`config.mk`:
```
export PLATFORM = sky130hd
export DESIGN_NAME = seg_grade_decoder
export DESIGN_NICKNAME = d
export VERILOG_FILES = /design/src/rtl/seg_grade_decoder.sv
export SDC_FILE = /design/constraint.sdc
export NUM_CORES = 1
export LEC_CHECK = 0
export CORE_MARGIN = 2
export CORE_UTILIZATION = 48
export DETAILED_ROUTE_END_ITERATION = 10
export HOLD_SLACK_MARGIN = 0.08
export PLACE_DENSITY = 0.74
export SYNTH_ARGS = -nofsm -noshare
export SYNTH_HDL_FRONTEND = slang
export SYNTH_SLANG_ARGS = --single-unit
```
`constraint.sdc`:
```
create_clock -name clk_2 -period 7 [get_ports clk_2]
set_clock_uncertainty 0.15 [all_clocks]
set_input_delay 1.4 -clock clk_2 [delete_from_list [all_inputs] [get_ports clk_2]]
set_output_delay 1.4 -clock clk_2 [all_outputs]
set_load 0.02 [all_outputs]
```
`src/rtl/seg_grade_decoder.sv`:
```
// ---------------------------------------------------------------------------
// seg_grade_decoder
//
// Receive-side checker for the grade/status seven-segment encoder. Watches
// the segment bus, waits for a pattern to stay stable, then decodes it back
// to a grade digit (0..10) or a status letter (P/F/A). Each newly stable
// pattern produces one pulse (valid or err). Accepted status letters are
// counted in saturating tallies.
//
// Optional build macro: SEG_DP_STRICT_EN
//   When defined, the decimal point (bit7) takes part in change detection,
//   any accepted pattern with bit7=1 is reported as unrecognised, and only
//   8'h00 counts as blank. When undefined, bit7 is ignored entirely.
//
// Parameters:
//   STABLE_CYCLES  consecutive equal samples needed for acceptance (>=1)
//   CNT_BITS       width of each status tally
//
// Ports:
//   clk_2        in   system clock, rising edge
//   reset        in   synchronous active-high reset
//   seg_in       in   [7:0] segment bus: bit7 = DP, bits6..0 = g f e d c b a
//   mode_status  in   0 = grade digit, 1 = status letter
//   valid        out  one-cycle pulse: recognised pattern accepted
//   err          out  one-cycle pulse: unrecognised non-blank pattern accepted
//   nota_out     out  [3:0] last decoded grade
//   kind         out  [1:0] 0 digit, 1 P (fail), 2 F (final), 3 A (pass)
//   cnt_fail     out  [CNT_BITS-1:0] tally of accepted P
//   cnt_final    out  [CNT_BITS-1:0] tally of accepted F
//   cnt_pass     out  [CNT_BITS-1:0] tally of accepted A
// ---------------------------------------------------------------------------
module seg_grade_decoder #(
  parameter int STABLE_CYCLES = 4,
  parameter int CNT_BITS      = 8
) (
  input  logic                clk_2,
  input  logic                reset,
  input  logic [7:0]          seg_in,
  input  logic                mode_status,
  output logic                valid,
  output logic                err,
  output logic [3:0]          nota_out,
  output logic [1:0]          kind,
  output logic [CNT_BITS-1:0] cnt_fail,
  output logic [CNT_BITS-1:0] cnt_final,
  output logic [CNT_BITS-1:0] cnt_pass
);

  localparam int SCW = (STABLE_CYCLES > 1) ? $clog2(STABLE_CYCLES) : 1;
  localparam logic [SCW-1:0] STAB_LAST = SCW'(STABLE_CYCLES - 1);

  localparam logic [1:0] ST_IDLE = 2'd0;
  localparam logic [1:0] ST_WAIT = 2'd1;
  localparam logic [1:0] ST_HELD = 2'd2;

`ifdef SEG_DP_STRICT_EN
  localparam int CMP_W = 8;
`else
  localparam int CMP_W = 7;
`endif

  logic [CMP_W-1:0] cand_reg;
  logic             mode_reg;
  logic [SCW-1:0]   stab_cnt_reg;
  logic [1:0]       state_reg;

  logic             change;
  logic             dec_hit;
  logic [3:0]       dec_nota;
  logic [1:0]       dec_kind;
  logic             pat_blank;
  logic             dp_bad;
  logic             accept_now;
  logic             accept_ok;
  logic             accept_bad;

  assign change = (seg_in[CMP_W-1:0] != cand_reg) || (mode_status != mode_reg);

`ifdef SEG_DP_STRICT_EN
  assign pat_blank = (cand_reg == 8'h00);
  assign dp_bad    = cand_reg[7];
`else
  // DP bit is deliberately dropped in this build.
  logic unused_dp;
  assign unused_dp = seg_in[7];
  assign pat_blank = (cand_reg == 7'd0);
  assign dp_bad    = 1'b0;
`endif

  // Decode of the held candidate under the mode it was captured with.
  always_comb begin
    dec_hit  = 1'b0;
    dec_nota = 4'd0;
    dec_kind = 2'd0;
    if (!mode_reg) begin
      dec_hit = 1'b1;
      case (cand_reg[6:0])
        7'b0111111: dec_nota = 4'd0;
        7'b0000110: dec_nota = 4'd1;  // also the encoder's "I"; reads as 1
        7'b1011011: dec_nota = 4'd2;
        7'b1001111: dec_nota = 4'd3;
        7'b1100110: dec_nota = 4'd4;
        7'b1101101: dec_nota = 4'd5;
        7'b1111101: dec_nota = 4'd6;
        7'b0000111: dec_nota = 4'd7;
        7'b1111111: dec_nota = 4'd8;
        7'b1101111: dec_nota = 4'd9;
        7'b1011110: dec_nota = 4'd10;
        default:    dec_hit  = 1'b0;
      endcase
    end else begin
      dec_hit = 1'b1;
      case (cand_reg[6:0])
        7'b1110011: dec_kind = 2'd1;  // P
        7'b1110001: dec_kind = 2'd2;  // F
        7'b1110111: dec_kind = 2'd3;  // A
        default:    dec_hit  = 1'b0;
      endcase
    end
  end

  // Acceptance happens on the edge where the counter already sits at its
  // final value and the input still matches the candidate.
  assign accept_now = (state_reg == ST_WAIT) && !change && (stab_cnt_reg == STAB_LAST);
  assign accept_ok  = accept_now && !pat_blank && dec_hit && !dp_bad;
  assign accept_bad = accept_now && !pat_blank && !(dec_hit && !dp_bad);

  always_ff @(posedge clk_2) begin
    if (reset) begin
      cand_reg     <= '0;
      mode_reg     <= 1'b0;
      stab_cnt_reg <= '0;
      state_reg    <= ST_IDLE;
      valid        <= 1'b0;
      err          <= 1'b0;
      nota_out     <= 4'd0;
      kind         <= 2'd0;
    end else begin
      valid <= accept_ok;
      err   <= accept_bad;
      if (change) begin
        cand_reg     <= seg_in[CMP_W-1:0];
        mode_reg     <= mode_status;
        stab_cnt_reg <= '0;
        state_reg    <= ST_WAIT;
      end else if (state_reg == ST_WAIT) begin
        if (stab_cnt_reg == STAB_LAST) begin
          state_reg <= ST_HELD;
        end else begin
          stab_cnt_reg <= stab_cnt_reg + SCW'(1);
        end
      end
      if (accept_ok) begin
        if (!mode_reg) begin
          nota_out <= dec_nota;
          kind     <= 2'd0;
        end else begin
          kind <= dec_kind;
        end
      end
    end
  end

  // One saturating tally per status letter; index gi maps to kind gi+1.
  logic [CNT_BITS-1:0] tally_reg [3];

  genvar gi;
  generate
    for (gi = 0; gi < 3; gi++) begin : g_tally
      always_ff @(posedge clk_2) begin
        if (reset) begin
          tally_reg[gi] <= '0;
        end else if (accept_ok && mode_reg && (dec_kind == 2'(gi + 1)) &&
                     (tally_reg[gi] != {CNT_BITS{1'b1}})) begin
          tally_reg[gi] <= tally_reg[gi] + CNT_BITS'(1);
        end
      end
    end
  endgenerate

  assign cnt_fail  = tally_reg[0];
  assign cnt_final = tally_reg[1];
  assign cnt_pass  = tally_reg[2];

endmodule
```
* After elaboration in Yosys (flattened, before gate mapping)
Memories as Yosys holds them, arrays and structs flattened. Index checks and enable logic that the tools add are counted.
Storage, ports and cells: flip-flop bits (word level) 20, memory bits (writable) 24, bits of input ports 11, output and inout bits 32, word-level logic and storage cells 93, memories kept 1
Memory list:
- tally_reg | depth 3, bits a word 8, read ports 3, clocked after Yosys merged registers in 0, write ports 3, line 165 | logic [CNT_BITS-1:0] tally_reg [3];
Cells by class: $add $sub $neg 4, equal/unequal tests 24, multiplexer cells 24, bitwise gates (word level) 5, reductions and logical operators 26
Operators by type and width (number):
- == test 7 bit (second input constant) | 11
- case mux 4 bit (10 select lines) | 1
- adder 8 x 1 -> 8 bit (second input constant) | 3
- two-way mux 8 bit | 3
- != test 8 bit (second input constant) | 3
- two-way mux 1 bit | 17
- == test 7 x 3 -> 1 bit (second input constant) | 2
- logical AND 1 bit | 12
- OR reduction 11 bit | 1
- AND reduction 2 bit | 4
- == test 7 x 6 -> 1 bit (second input constant) | 1
- logical NOT 7 bit | 1
- != test 7 bit | 1
- == test 2 bit (second input constant) | 3
- case mux 2 bit (3 select lines) | 1
- == test 2 x 1 -> 1 bit (second input constant) | 2
- two-way mux 2 bit | 2
- nonzero test 2 bit | 2
- logical NOT 1 bit | 3
- OR 1 bit | 3
- OR reduction 3 bit | 1
- adder 2 x 1 -> 2 bit (second input constant) | 1
- NOT 1 bit | 2
- OR reduction 2 bit | 1
- other kinds (2) | 2

* Depth between registers and ports, before layout
depth after elaboration 14, depth in mapped cells 7, mapped depth without buffers 6

* Worst setup path after synthesis
Ideal clock, no wire load.
path type in2reg, start in seg_in[3], end mem tally_reg[2][0] (enable), setup time 0.384 ns, arrival time 2.943 ns, data required time 6.466 ns, path slack 3.523 ns, cell stages on the path 5, path buffers 0, cells stage by stage xnor2_1 > nand4_1 > nor4b_4 > o21ai_2 > o21ai_0
RTL lines:
- start: declaration | line 38 | input logic [7:0] seg_in,
- end: declaration | line 165

==> impl_metrics.yaml <==
sta:
  rsz0062_at_grt: "false"
  finalCriticalPeriod_ns: 4.031
  setup_viol: 0
  tightest_slew_ns: 1.079
  hold_violations: 0
  finalSetupTns_ns: 0
  slew_headroom_pct: 27.33
  fmax_ghz: 0.2481
  slew_viol_final: 0
  fin_crit_sh_pct: 57.58
status:
  outcome: "finished, final reports clean"
job:
  maxCapViolations: 0
grt:
  grt_pass1_wl_um: 8286
  grt_max_degree: 18
  antenna_found_initial: 0
  grt_pass1_vias: 1766
  overflow: 0
  grt_use_total_pct: 17.35
logic_synthesis:
  yosys_register_bits: 44
  ys_warn_count: 0
  synth_ff_type: "edfxtp_1"
  syn_nets: 254
  netlist_instances: 239
  yosysSeqAreaShare_pct: 45.12
  synth_edf_count: 24
  synth_cell_type_count: 50
  avgSynthCellArea_um2: 10.40
  async_flop_share_pct: 0
  syn_area_mm2: 0.002485
route:
  wirelength_um: 4774
  via_count: 1803
  route.detailed.drc: 0
  drt_iter0_markers: 98
  routedWlPerCell_um: 13.84
  first_pass_iters: 4
  via_per_inst: 5.226
  ant_nets: 0
placed_design:
  place_congestion: 0.7740
  dp.final_hpwl_um: 3415
  place_inst: 337
  place.port_buffers: 41
power:
  vdd_drop_max_mv: 0.09777
  p_leak_nw: 0.9940
  p_per_area_mw_per_mm2: 177.5
cells_and_area:
  area_growth_pct: 21.25
  layout.cells.non_filler: 345
  layout-drive-gt1-share_pct: 12.36
  largest_reg_flops: 24
  antenna_cells: 0
  fillers: 427
  nets: 289
setup_path:
  cp.arrival_ns: 3.79
  cp.required_ns: 6.76
  cp-end-kind: "register"
  crit_fanout: 8
  start_kind: "input pin"
  worst-setup-path-type: "input pin to register"
clock_network:
  clkLatencyLatePin_ns: 0.29
  clockBufferDepth: 2
  clkSlewWorstSetupHoldPaths_ns: 0.08
  clock-root-buffer: "clkbuf_8"
  numCtsBuffers: 5
  ctsHoldBuffers: 0
  ctsHtreeMaxLevel: 2
  postCtsResizedCells: 0
  clock-sinks: 44
  cts_setup_buffers: 0
  cts_tree: "built"
floorplan:
  initial_core_util_pct: 49.28
  dieHeight_um: 75.95
  die_w_um: 75.95
  num_rows: 26
  die-area_mm2: 0.005768
  io_pins: 43
  core-area_mm2: 0.005042
worst_hold_path:
  hp-class: "register to register"
Yosys cell counts, drive strengths merged, types with 2 or more instances:
| cell | n | area, um^2 |
|---|---|---|
| edfxtp | 24 | 720.7 |
| nand2 | 22 | 82.58 |
| nor2 | 22 | 82.58 |
| dfxtp | 20 | 400.4 |
| nor3 | 18 | 151.4 |
| xnor2 | 18 | 157.7 |
| nand3 | 12 | 60.06 |
| nor2b | 12 | 75.07 |
| o21ai | 10 | 57.56 |
| buf | 9 | 62.55 |
| xor2 | 9 | 78.83 |
| inv | 8 | 30.03 |
| nand4 | 7 | 50.05 |
| a21oi | 6 | 33.78 |
| clkbuf | 4 | 15.01 |
| ha | 4 | 50.05 |
| mux2i | 4 | 40.04 |
| and3b | 3 | 26.28 |
| a311o | 2 | 20.02 |
| and3 | 2 | 12.51 |
| mux2 | 2 | 22.52 |
| nor4b | 2 | 32.53 |
| o211ai | 2 | 20.02 |
| or2 | 2 | 12.51 |
| or3b | 2 | 17.52 |
worst max-delay path, cell delays in order:
cell	delay [ns]
clkdlybuf4s50_1	0.49
xnor2_1	0.12
nand4_1	0.30
nor4b_4	0.45
o21ai_2	0.16
o21ai_0	0.87
path summary, 6_finish.rpt:
check / start / to / slack (ns) / depth (start not counted)
setup reg to reg: cand_reg[5] / tally_reg[2][2] / 3.77 / 5
setup / recovery: seg_in[3] / tally_reg[2][2] / 2.97 / 6
hold reg to reg: nota_out[1] / nota_out[1] / 0.32 / 2
hold / removal: nota_out[1] / nota_out[1] / 0.32 / 2
area by class of cell:
type | instances | area [um^2] | area share (%)
Multi-Input combinational cell | 174 | 1256 | 41.69
Sequential cell | 44 | 1121 | 37.21
Timing Repair Buffer | 41 | 410.4 | 13.62
Tap cell | 70 | 87.58 | 2.907
Clock buffer | 6 | 72.57 | 2.409
Clock inverter | 2 | 35.03 | 1.163
Inverter | 8 | 30.03 | 0.9967
power breakdown:
group	leakage, nW	internal, mW	switching [mW]
Combinational	0.527	0.0261	0.0272
Sequential	0.411	0.279	0.0140
Clock	0.0552	0.106	0.0826
Total	0.994	0.411	0.124
cell families after synthesis:
group	share of synthesized area (%)
AOI/OAI and AO/OA	10.98
xor gates and xnor gates	9.517
adders and majority gates	2.014
buffers and inverters	4.330
DFF	45.12
muxes	2.518
and+or+nand+nor	25.53
per-layer routing:
metal	up-vias	wire length, um	global-route usage (%)
met2	43	2279	28.57
li1	916	-	-
met3	5	198	3.690
met1	839	2252	23.47
met4	0	43	4.364
met5	-	0	0
per-stage QoR:
step | hold slack, ns | utilization (%) | power, mW | area, um^2 | setup slack (ns)
finish | 0.3245 | 59.75 | 0.5349 | 3013 | 2.969
global route | 0.3455 | 59.75 | 0.5579 | 3013 | 2.739
CTS | 0.3218 | 59.75 | 0.5408 | 3013 | 2.929
detailed placement | 0.3062 | 57.62 | 0.3525 | 2905 | 2.594
global placement | 0.3018 | 57.62 | 0.3518 | 2905 | 2.637
floorplan | 0.3039 | - | 0.3318 | 2485 | 3.523
cells in the final DEF (no fill, tap or decap), types with 2 or more instances in the layout:
master | synthesis | routed
a21oi_1 | 5 | 5
a311o_1 | 2 | 2
and3_1 | 2 | 2
and3b_1 | 3 | 3
clkbuf_8 | 0 | 5
clkdlybuf4s50_1 | 0 | 41
dfxtp_1 | 20 | 20
edfxtp_1 | 24 | 24
ha_1 | 4 | 4
inv_1 | 7 | 7
mux2_1 | 2 | 2
mux2i_1 | 4 | 4
nand2_1 | 22 | 22
nand3_1 | 12 | 12
nand4_1 | 6 | 6
nor2_1 | 22 | 22
nor2b_1 | 12 | 12
nor3_1 | 7 | 7
nor3_2 | 10 | 10
o21ai_0 | 8 | 8
o21ai_2 | 2 | 2
or2_2 | 2 | 2
or3b_2 | 2 | 2
xnor2_1 | 18 | 18
xor2_1 | 9 | 9
Power figures use the tool's default switching activity.
